<file path="config.mk">
export PLATFORM = sky130hd
export DESIGN_NAME = image_streamer
export DESIGN_NICKNAME = d
export VERILOG_FILES = /design/src/rtl/cnn_pkg.sv /design/src/rtl/stream_skid.sv /design/src/rtl/image_streamer.sv
export SDC_FILE = /design/constraint.sdc
export NUM_CORES = 1
export LEC_CHECK = 0
export CORE_MARGIN = 2
export CORE_UTILIZATION = 50
export CTS_BUF_LIST = sky130_fd_sc_hd__clkbuf_16
export DETAILED_ROUTE_END_ITERATION = 7
export PLACE_DENSITY_LB_ADDON = 0.08
export SETUP_SLACK_MARGIN = 0.1
export SYNTH_ARGS = -nofsm -noshare
export SYNTH_HDL_FRONTEND = slang
export SYNTH_SLANG_ARGS = --single-unit
</file>
<file path="constraint.sdc">
create_clock -name i_clk -period 2.8 [get_ports i_clk]
set_input_delay 0.7 -clock i_clk [delete_from_list [all_inputs] [get_ports i_clk]]
set_output_delay 0.7 -clock i_clk [all_outputs]
set_load 0.005 [all_outputs]
</file>
<file path="src/rtl/cnn_pkg.sv">
`default_nettype none
// ----------------------------------------------------------------------------
// cnn_pkg : shared types and helpers for the convolution pipeline
// Rev 1.0
// ----------------------------------------------------------------------------
package cnn_pkg;

  typedef enum logic [1:0] {
    IDLE   = 2'd0,
    STREAM = 2'd1,
    DRAIN  = 2'd2
  } state_e;

  localparam int SKID_DEPTH = 2;

  // Frame-memory address width; never narrower than one bit.
  function automatic int addr_width(input int w, input int h);
    return (w * h > 1) ? $clog2(w * h) : 1;
  endfunction

endpackage
`default_nettype wire

</file>
<file path="src/rtl/stream_skid.sv">
`default_nettype none
// ----------------------------------------------------------------------------
// stream_skid : 2-entry ready/valid skid buffer carrying data, sol and eof
// Rev 1.0
// ----------------------------------------------------------------------------
module stream_skid #(
  parameter int DW = 8
) (
  input  logic          i_clk,
  input  logic          i_rst,
  input  logic          i_valid,
  input  logic [DW-1:0] i_data,
  input  logic          i_sol,
  input  logic          i_eof,
  output logic          o_valid,
  input  logic          i_ready,
  output logic [DW-1:0] o_data,
  output logic          o_sol,
  output logic          o_eof,
  output logic [1:0]    o_count
);

  logic [DW-1:0] data_q [2];
  logic [DW-1:0] data_d [2];
  logic [1:0]    sol_q, sol_d;
  logic [1:0]    eof_q, eof_d;
  logic          wr_ptr_q, wr_ptr_d;
  logic          rd_ptr_q, rd_ptr_d;
  logic [1:0]    count_q, count_d;
  logic          push, pop;

  assign o_valid = (count_q != 2'd0);
  assign o_data  = data_q[rd_ptr_q];
  assign o_sol   = o_valid & sol_q[rd_ptr_q];
  assign o_eof   = o_valid & eof_q[rd_ptr_q];
  assign o_count = count_q;

  // A write into a full buffer is only legal when the head leaves the same cycle.
  assign pop  = o_valid && i_ready;
  assign push = i_valid && ((count_q != 2'd2) || pop);

  always_comb begin
    data_d   = data_q;
    sol_d    = sol_q;
    eof_d    = eof_q;
    wr_ptr_d = wr_ptr_q;
    rd_ptr_d = rd_ptr_q;
    count_d  = count_q;
    if (push) begin
      data_d[wr_ptr_q] = i_data;
      sol_d[wr_ptr_q]  = i_sol;
      eof_d[wr_ptr_q]  = i_eof;
      wr_ptr_d         = ~wr_ptr_q;
    end
    if (pop) begin
      rd_ptr_d = ~rd_ptr_q;
    end
    case ({push, pop})
      2'b10:   count_d = count_q + 2'd1;
      2'b01:   count_d = count_q - 2'd1;
      default: count_d = count_q;
    endcase
  end

  always_ff @(posedge i_clk) begin
    if (i_rst) begin
      data_q   <= '{default: '0};
      sol_q    <= '0;
      eof_q    <= '0;
      wr_ptr_q <= 1'b0;
      rd_ptr_q <= 1'b0;
      count_q  <= 2'd0;
    end else begin
      data_q   <= data_d;
      sol_q    <= sol_d;
      eof_q    <= eof_d;
      wr_ptr_q <= wr_ptr_d;
      rd_ptr_q <= rd_ptr_d;
      count_q  <= count_d;
    end
  end

endmodule
`default_nettype wire

</file>
<file path="src/rtl/image_streamer.sv">
`default_nettype none
// ----------------------------------------------------------------------------
// image_streamer : raster-order frame reader with optional zero border
// Rev 1.0
// ----------------------------------------------------------------------------
module image_streamer
  import cnn_pkg::*;
#(
  parameter  int dataWidth   = 8,
  parameter  int imageWidth  = 512,
  parameter  int imageHeight = 512,
  parameter  int PAD         = 0,
  localparam int AW          = addr_width(imageWidth, imageHeight)
) (
  input  logic                 i_clk,
  input  logic                 i_rst,
  input  logic                 i_start,
  output logic                 o_busy,
  output logic                 o_done,
  output logic [AW-1:0]        o_mem_addr,
  output logic                 o_mem_rd_en,
  input  logic [dataWidth-1:0] i_mem_data,
  output logic [dataWidth-1:0] o_data,
  output logic                 o_data_valid,
  input  logic                 i_ready,
  output logic                 o_sol,
  output logic                 o_eof
);

  localparam int OW = imageWidth + 2 * PAD;
  localparam int OH = imageHeight + 2 * PAD;
  localparam int CW = $clog2(OW);
  localparam int RW = $clog2(OH);
  localparam logic [CW-1:0] COL_LAST = CW'(OW - 1);
  localparam logic [RW-1:0] ROW_LAST = RW'(OH - 1);

  state_e               state_q, state_d;
  logic [CW-1:0]        col_q, col_d;
  logic [RW-1:0]        row_q, row_d;
  logic [AW-1:0]        addr_q, addr_d;
  logic                 s1_valid_q, s1_valid_d;
  logic                 s1_zero_q, s1_zero_d;
  logic                 s1_sol_q, s1_sol_d;
  logic                 s1_eof_q, s1_eof_d;
  logic                 done_q, done_d;

  logic                 border;
  logic                 last_pos;
  logic                 issue;
  logic                 skid_pop;
  logic [1:0]           skid_count;
  logic [2:0]           occupancy;
  logic [2:0]           occupancy_limit;
  logic [dataWidth-1:0] ret_data;

  generate
    if (PAD == 1) begin : g_pad
      assign border = (row_q == '0) || (row_q == ROW_LAST) ||
                      (col_q == '0) || (col_q == COL_LAST);
    end else begin : g_nopad
      assign border = 1'b0;
    end
  endgenerate

  assign last_pos = (row_q == ROW_LAST) && (col_q == COL_LAST);
  assign skid_pop = o_data_valid && i_ready;

  // Everything issued now or already in flight must still fit in the skid
  // even if downstream stalls from the next cycle on.
  assign occupancy       = {1'b0, skid_count} + {2'b00, s1_valid_q};
  assign occupancy_limit = 3'd1 + {2'b00, skid_pop};
  assign issue           = (state_q == STREAM) && (occupancy <= occupancy_limit);

  assign o_mem_rd_en = issue && !border;
  assign o_mem_addr  = addr_q;
  assign o_busy      = (state_q != IDLE);
  assign o_done      = done_q;

  always_comb begin
    state_d    = state_q;
    col_d      = col_q;
    row_d      = row_q;
    addr_d     = addr_q;
    s1_valid_d = issue;
    s1_zero_d  = border;
    s1_sol_d   = (col_q == '0);
    s1_eof_d   = last_pos;
    done_d     = 1'b0;
    case (state_q)
      IDLE: begin
        if (i_start) begin
          state_d = STREAM;
          col_d   = '0;
          row_d   = '0;
          addr_d  = '0;
        end
      end
      STREAM: begin
        if (issue) begin
          // Interior pixels are visited in row-major order, so the read
          // address is simply a running count of interior issues.
          if (!border) begin
            addr_d = addr_q + AW'(1);
          end
          if (col_q == COL_LAST) begin
            col_d = '0;
            if (last_pos) begin
              state_d = DRAIN;
            end else begin
              row_d = row_q + RW'(1);
            end
          end else begin
            col_d = col_q + CW'(1);
          end
        end
      end
      DRAIN: begin
        if (skid_pop && o_eof) begin
          state_d = IDLE;
          done_d  = 1'b1;
        end
      end
      default: begin
        state_d = IDLE;
      end
    endcase
  end

  always_ff @(posedge i_clk) begin
    if (i_rst) begin
      state_q    <= IDLE;
      col_q      <= '0;
      row_q      <= '0;
      addr_q     <= '0;
      s1_valid_q <= 1'b0;
      s1_zero_q  <= 1'b0;
      s1_sol_q   <= 1'b0;
      s1_eof_q   <= 1'b0;
      done_q     <= 1'b0;
    end else begin
      state_q    <= state_d;
      col_q      <= col_d;
      row_q      <= row_d;
      addr_q     <= addr_d;
      s1_valid_q <= s1_valid_d;
      s1_zero_q  <= s1_zero_d;
      s1_sol_q   <= s1_sol_d;
      s1_eof_q   <= s1_eof_d;
      done_q     <= done_d;
    end
  end

  assign ret_data = s1_zero_q ? '0 : i_mem_data;

  stream_skid #(
    .DW (dataWidth)
  ) u_skid (
    .i_clk   (i_clk),
    .i_rst   (i_rst),
    .i_valid (s1_valid_q),
    .i_data  (ret_data),
    .i_sol   (s1_sol_q),
    .i_eof   (s1_eof_q),
    .o_valid (o_data_valid),
    .i_ready (i_ready),
    .o_data  (o_data),
    .o_sol   (o_sol),
    .o_eof   (o_eof),
    .o_count (skid_count)
  );

endmodule
`default_nettype wire

</file>
# --- Yosys cells after proc, flatten, opt, wreduce, memory -nomap -nowiden ---
# Cells that the tools add are included.
totals:
  reg_bits: 66
  in_bits: 12
  elab_cells: 100
op_classes:
  n_eq_ne: 13
  n_reduce_logical: 18
  bitwise_logic: 7
  mux: 33
  n_lt_le_gt_ge: 7
  addsub: 7
op_table:
  columns: ["op", "n"]
  rows:
  - ["9-bit two-way mux", 6]
  - ["18-bit two-way mux", 2]
  - ["18-bit case mux with 2 select lines", 1]
  - ["9-bit case mux with 2 select lines", 2]
  - ["8-bit two-way mux", 4]
  - ["18-bit by 1-bit adder with 18-bit output, second input constant", 1]
  - ["9-bit by 1-bit adder with 9-bit output, second input constant", 2]
  - ["9-bit == test, second input constant", 2]
  - ["16-bit bitwise mux", 1]
  - ["2-bit != test, second input constant", 7]
  - ["2-bit two-way mux", 5]
  - ["5-bit AND reduction", 2]
  - ["9-bit zero test", 1]
  - ["8-bit demux with 1-bit select", 1]
  - ["2-bit nonzero test", 4]
  - ["1-bit logical AND", 7]
  - ["1-bit two-way mux", 6]
  - ["2-bit case mux with 3 select lines", 1]
  - ["2-bit bitwise mux", 2]
  - ["2-bit by 1-bit == test with 1-bit output, second input constant", 2]
  - ["2-bit == test, second input constant", 2]
  - ["2-bit >= comparator, second input constant", 2]
  - ["1-bit by 2-bit < comparator with 1-bit output, second input constant", 2]
  - ["1-bit NOT with 2-bit output", 2]
  - ["other kinds (15)", 18]

# --- Depth between registers and ports, before layout ---
# Gate-level depths: netlist of the first run.
logic_depth:
  depth_word: 7
  mapped_depth: 12
  mapped_depth_nobuf: 10

# --- Hierarchy ---
# A second synthesis of the first run with hierarchy kept.
unflattened:
  cells_unflattened: 385
  area_unflattened_um2: 3430.8
modules_own_cells:
  columns: ["mod", "area_each_um2", "cells_each", "instances", "seq_area_each_um2"]
  rows:
  - ["image_streamer", 2255.9, 258, 1, 840.8]
  - ["stream_skid", 1174.9, 127, 1, 480.5]

# --- Worst setup path before layout of the first run ---
# Ideal clock, no wire load.
synth_path:
  kind: "reg2out"
  startpoint: "register u_skid.count_q[0] (netlist: u_skid.o_count[0])"
  endpoint: "output port o_mem_rd_en"
  required_ps: 2100
  path_buffers: 2
  path_stages_with_launch: 11
  setup_slack_ps: -169
  arrival_time_ps: 2269
  cell_sequence: "dfxtp_1 -> clkbuf_1 -> nor2_1 -> inv_1 -> nand2_1 -> inv_1 -> fa_1 -> o31a_1 -> o21ai_2 -> inv_1 -> buf_2"
synth_via:
  elab_chain_len: 5
  elab_cells_between_ends: 6
  cone_classes: "2 x add/sub; 1 x order compare; 3 x reduce/logical"
synth_rtl:
  columns: ["element", "line", "text"]
  rows:
  - ["start, declared", "stream_skid.sv:29", "logic [1:0] count_q, count_d;"]
  - ["start signal, assigned", "stream_skid.sv:79", "count_q <= count_d;"]
  - ["2-bit nonzero test", "stream_skid.sv:32", "assign o_valid = (count_q != 2'd0);"]
  - ["via o_data_valid", "image_streamer.sv:24", "output logic o_data_valid,"]
  - ["1-bit logical AND", "image_streamer.sv:66", "assign skid_pop = o_data_valid && i_ready;"]
  - ["via skid_pop", "image_streamer.sv:50", "logic skid_pop;"]
  - ["1-bit by 1-bit adder with 2-bit output", "image_streamer.sv:71", "assign occupancy_limit = 3'd1 + {2'b00, skid_pop};"]
  - ["3-bit by 2-bit <= comparator with 1-bit output", "image_streamer.sv:72", "assign issue = (state_q == STREAM) && (occupancy <= occupancy_limit);"]
  - ["1-bit logical AND", "image_streamer.sv:72", null]
  - ["end, declared", "image_streamer.sv:21", "output logic o_mem_rd_en,"]
# The timed path passes the listed nets, and every way through them passes these cells.

# --- Worst setup path in the final report of the first run ---
layout_path:
  startpoint: "register u_skid.count_q[0] (netlist: u_skid.o_count[0])"
  endpoint: "output port o_mem_rd_en"
layout_via:
  elab_chain_len: 5
  elab_cells_between_ends: 6
  cone_classes: "2 x add/sub; 1 x order compare; 3 x reduce/logical"
layout_rtl:
  columns: ["element", "line"]
  rows:
  - ["2-bit nonzero test", "stream_skid.sv:32"]
  - ["1-bit logical AND", "image_streamer.sv:66"]
  - ["via skid_pop", "image_streamer.sv:50"]
  - ["1-bit by 1-bit adder with 2-bit output", "image_streamer.sv:71"]
  - ["3-bit by 2-bit <= comparator with 1-bit output", "image_streamer.sv:72"]
  - ["1-bit logical AND", "image_streamer.sv:72"]
# The timed path passes the listed nets, and every way through them passes these cells.

==> impl_summary.log, run 1 <==
[metrics] run status: complete, no violations
[metrics] wire per inst: 16.2 um
[metrics] actual transition at the worst max-transition pin: 0.646 ns
[metrics] Initial Utilization: 52.3%
[metrics] RD Place Congestion: 0.811
[metrics] clock tree from TritonCTS: built
[metrics] Max clock buf depth: 2
[metrics] final setup vio count: 0
[metrics] library cell with the highest instance count after synthesis: dfxtp_1
[metrics] area of the placeable core: 6460 um2
[metrics] instance area at placement: 4070 um2
[metrics] clk_lat worst skew: 0.33 ns
[metrics] total wire length after detailed routing: 8500 um
[metrics] VDD IR-drop max: 0.377 mV
[metrics] residual DRC count: 0
[metrics] synth-to-layout area growth: 33.6%
[metrics] average vias per placed instance: 5.96
[metrics] non-filler cells in the finished layout: 526
[metrics] final-report hold violation count: 0
[metrics] Vert. Die Dim: 86.2 um
[metrics] cell types with the largest area share after synthesis: dfxtp_1, mux2i_1, nor2_1, ha_1, mux2_2
[metrics] grt ovf: 0
[metrics] clock-pin transition on the worst setup and hold timing paths: 0.06 ns
[metrics] Die ar.: 7430 um2
[metrics] final critical delay including setup and external delays: 2.77 ns
[metrics] top post-synthesis cells by count: dfxtp_1, nor2_1, nand2_1
[metrics] number of synthesized flops with an enable pin: 0
[metrics] Die X: 86.2 um
[metrics] antenna violations before repair: 0
[metrics] number of nets in the final layout: 467
[metrics] maximum clock frequency: 362 MHz
[metrics] Post-Layout Inst Area: 4510 um2
[metrics] Critical Setup Path Class: flip-flop to output port
[metrics] total power per unit cell area: 734 nW/um2
[metrics] buffer type at the clock tree root: clkbuf_16
[metrics] WP data arrival: 2.07 ns
[metrics] total power of the final layout: 3.31 mW
[metrics] depth of the CTS H-tree: 3
[metrics] total nets after synthesis: 397
[metrics] number of warnings issued by yosys: 0
[metrics] maximum number of pins on one net before global-route repair: 54
[metrics] violation count after the first detailed-routing iteration: 160
[metrics] standby leakage power: 1.80 nW
[metrics] post-synth top area cell: dfxtp_1
[metrics] Mapped Avg Cell Area: 9.03 um2
[metrics] clock sink total: 66
[metrics] max-cap viol count: 0
[metrics] number of antenna diodes: 0
[metrics] share of synthesized area occupied by flip-flops and latches: 39.1%
[metrics] Fin Clk Skew: 0.00420 ns
[metrics] critical path data required time: 2.10 ns
[metrics] Total GRT Usage: 24.1%
[metrics] startpoint types: flip-flop
[metrics] total via count in the routed design: 3133
[metrics] total clock buffers created by CTS: 9
[metrics] placed cells: 503
[metrics] class of the tightest hold or removal check: flip-flop to flip-flop
[metrics] DRT Pass-1 Iters: 4
[metrics] number of standard-cell rows in the floorplan: 29
[metrics] synthesized instance count: 374
[metrics] vias in the first global route: 2950
[metrics] number of flip-flops and latches in the synthesized netlist: 66
[metrics] Post-DP HPWL: 5640 um
[metrics] unrepaired setup endpoints after global routing: yes
[metrics] number of pins exceeding their max-slew limit in the final report: 0
[metrics] biggest fanout along the worst timing path: 3
[metrics] Top FF cell, synth: dfxtp_1
[metrics] number of nets with antenna violations after detailed routing: 0
[metrics] hold buffers post-CTS: 0
[metrics] wire length of the first global-routing pass: 14200 um
[metrics] port bufs: 43
[metrics] number of top-level pins: 44
[metrics] Rel. slew slack: 56.9%
[metrics] share of the synthesized area in the top cell type: 39.1%
[metrics] summed instance area of the synthesized netlist: 3380 um2
[metrics] fraction of final layout cells sized beyond drive strength 1: 20.9%
[metrics] Distinct cells, synth: 60
[metrics] fraction of registers with async set or reset after synthesis: 0%
[metrics] kind of capture point of the worst setup path: output port
[metrics] share of the clock period used by the worst path after layout: 98.8%
logic make-up (layout without fill, tap and decap cells):
kind of cell             after synthesis  after routing  synth area share, %
AO/OA/AOI/OAI                         78             78                 17.5
XOR/XNOR                               4              4                 1.04
adder cells (fa/ha/maj)               11             11                 4.30
buffers and inverters                 35            110                 4.33
flip-flops                            66             66                 39.1
multiplexers                          34             34                 10.4
AND/OR/NAND/NOR                      146            146                 23.3
critical path, stage by stage (launching register included):
cell and delay [ns]:
dfxtp_4 0.36, nor2_4 0.09, inv_2 0.07, nand2_8 0.06, inv_4 0.03, fa_1 0.46
o31a_1 0.29, o21ai_2 0.20, inv_2 0.06, buf_2 0.12
flip-flops by register name, summed over array words and instances, names as in the netlist, 2 cells and up:
| signal | cells |
|---|---|
| u_skid.eof_q | 2 |
| row_q | 9 |
| u_skid.data_q | 16 |
| state_q | 2 |
| col_q | 9 |
| u_skid.o_count | 2 |
| o_mem_addr | 18 |
| u_skid.sol_q | 2 |
worst paths after layout:
path                                                      from                             to  slack [ns]  depth (start not counted)
worst max-delay path            u_skid.o_count[0]$_SDFFE_PP0P_                    o_mem_rd_en        0.03                          9
worst min-delay path             u_skid.data_q[6]$_SDFFE_PP0P_  u_skid.data_q[6]$_SDFFE_PP0P_        0.49                          2
worst max register to register           col_q[0]$_SDFFE_PP0P_          row_q[4]$_SDFFE_PP0P_        0.24                          9
worst min register to register   u_skid.data_q[6]$_SDFFE_PP0P_  u_skid.data_q[6]$_SDFFE_PP0P_        0.49                          2
cells in the final DEF (no fill, tap or decap), types with 3 or more instances in the layout:
master / n
dfxtp_1: 63
clkdlybuf4s50_1: 40
buf_4: 40
nor2_1: 36
mux2i_1: 24
nand2_1: 23
nand3_1: 17
a21oi_1: 17
inv_1: 10
mux2_2: 10
and3_1: 9
clkbuf_16: 9
a311oi_1: 8
o211ai_1: 7
nand2b_1: 7
ha_1: 7
and2_1: 6
o2111ai_1: 6
nand4_1: 6
a31oi_1: 5
and4_1: 5
a22o_1: 5
or4_1: 4
nor3_1: 4
or3_1: 4
o31ai_1: 3
nor3b_1: 3
a2111o_1: 3
nand3b_1: 3
xnor2_1: 3
area by class of cell:
type                       count  area [um2]
inverter                      12        47.5
timing repair buffer          82         711
sequential                    66        1330
fill                         497        1950
tap                           77        96.3
multi-input combinational    273        2010
clock inverter                 7        93.8
clock buffer                   9         225
where the power goes:
group | switching [mW] | internal [mW] | total, mW | leakage, nW
registers | 0.0761 | 1.01 | 1.09 | 0.536
clock network | 0.437 | 0.779 | 1.22 | 0.157
logic | 0.500 | 0.507 | 1.01 | 1.10
layer usage:
layer  routed length [um]  vias to the layer above  global-route usage [%]  part of all wire, %
li1                     -                     1546                       -                    -
met1                 3940                     1524                    31.4                   46
met2                 4150                       56                    39.6                   49
met3                  317                        7                    5.71                  3.7
met4                  103                        0                    7.81                  1.2
met5                    0                        -                       0                    0
per-stage QoR:
step	hold slack, ns	setup WS [ns]	utilization, %	TNS, ns
finish	0.488	0.0341	69.9	0
global route	0.520	-0.0783	69.9	-0.0783
CTS	0.485	-0.0350	68.9	-0.0350
detailed placement	0.462	-0.737	63.1	-13.11
global placement	0.469	-0.747	63.1	-13.04
floorplan	0.449	0.0445	-	0
timing repair:
item,CTS,global route
pin swaps,5,6
setup buffers,7,0
setup endpoints to repair,26,17
resized for setup,14,13
No activity file was read; power rests on OpenSTA's default activity.
==> inputs of run 2 (changes only) <==
TNS_END_PERCENT = 100   (was not set)
==> results of run 2 <==
Same layout as run 1: the final DEF is identical, and so are final timing and power.
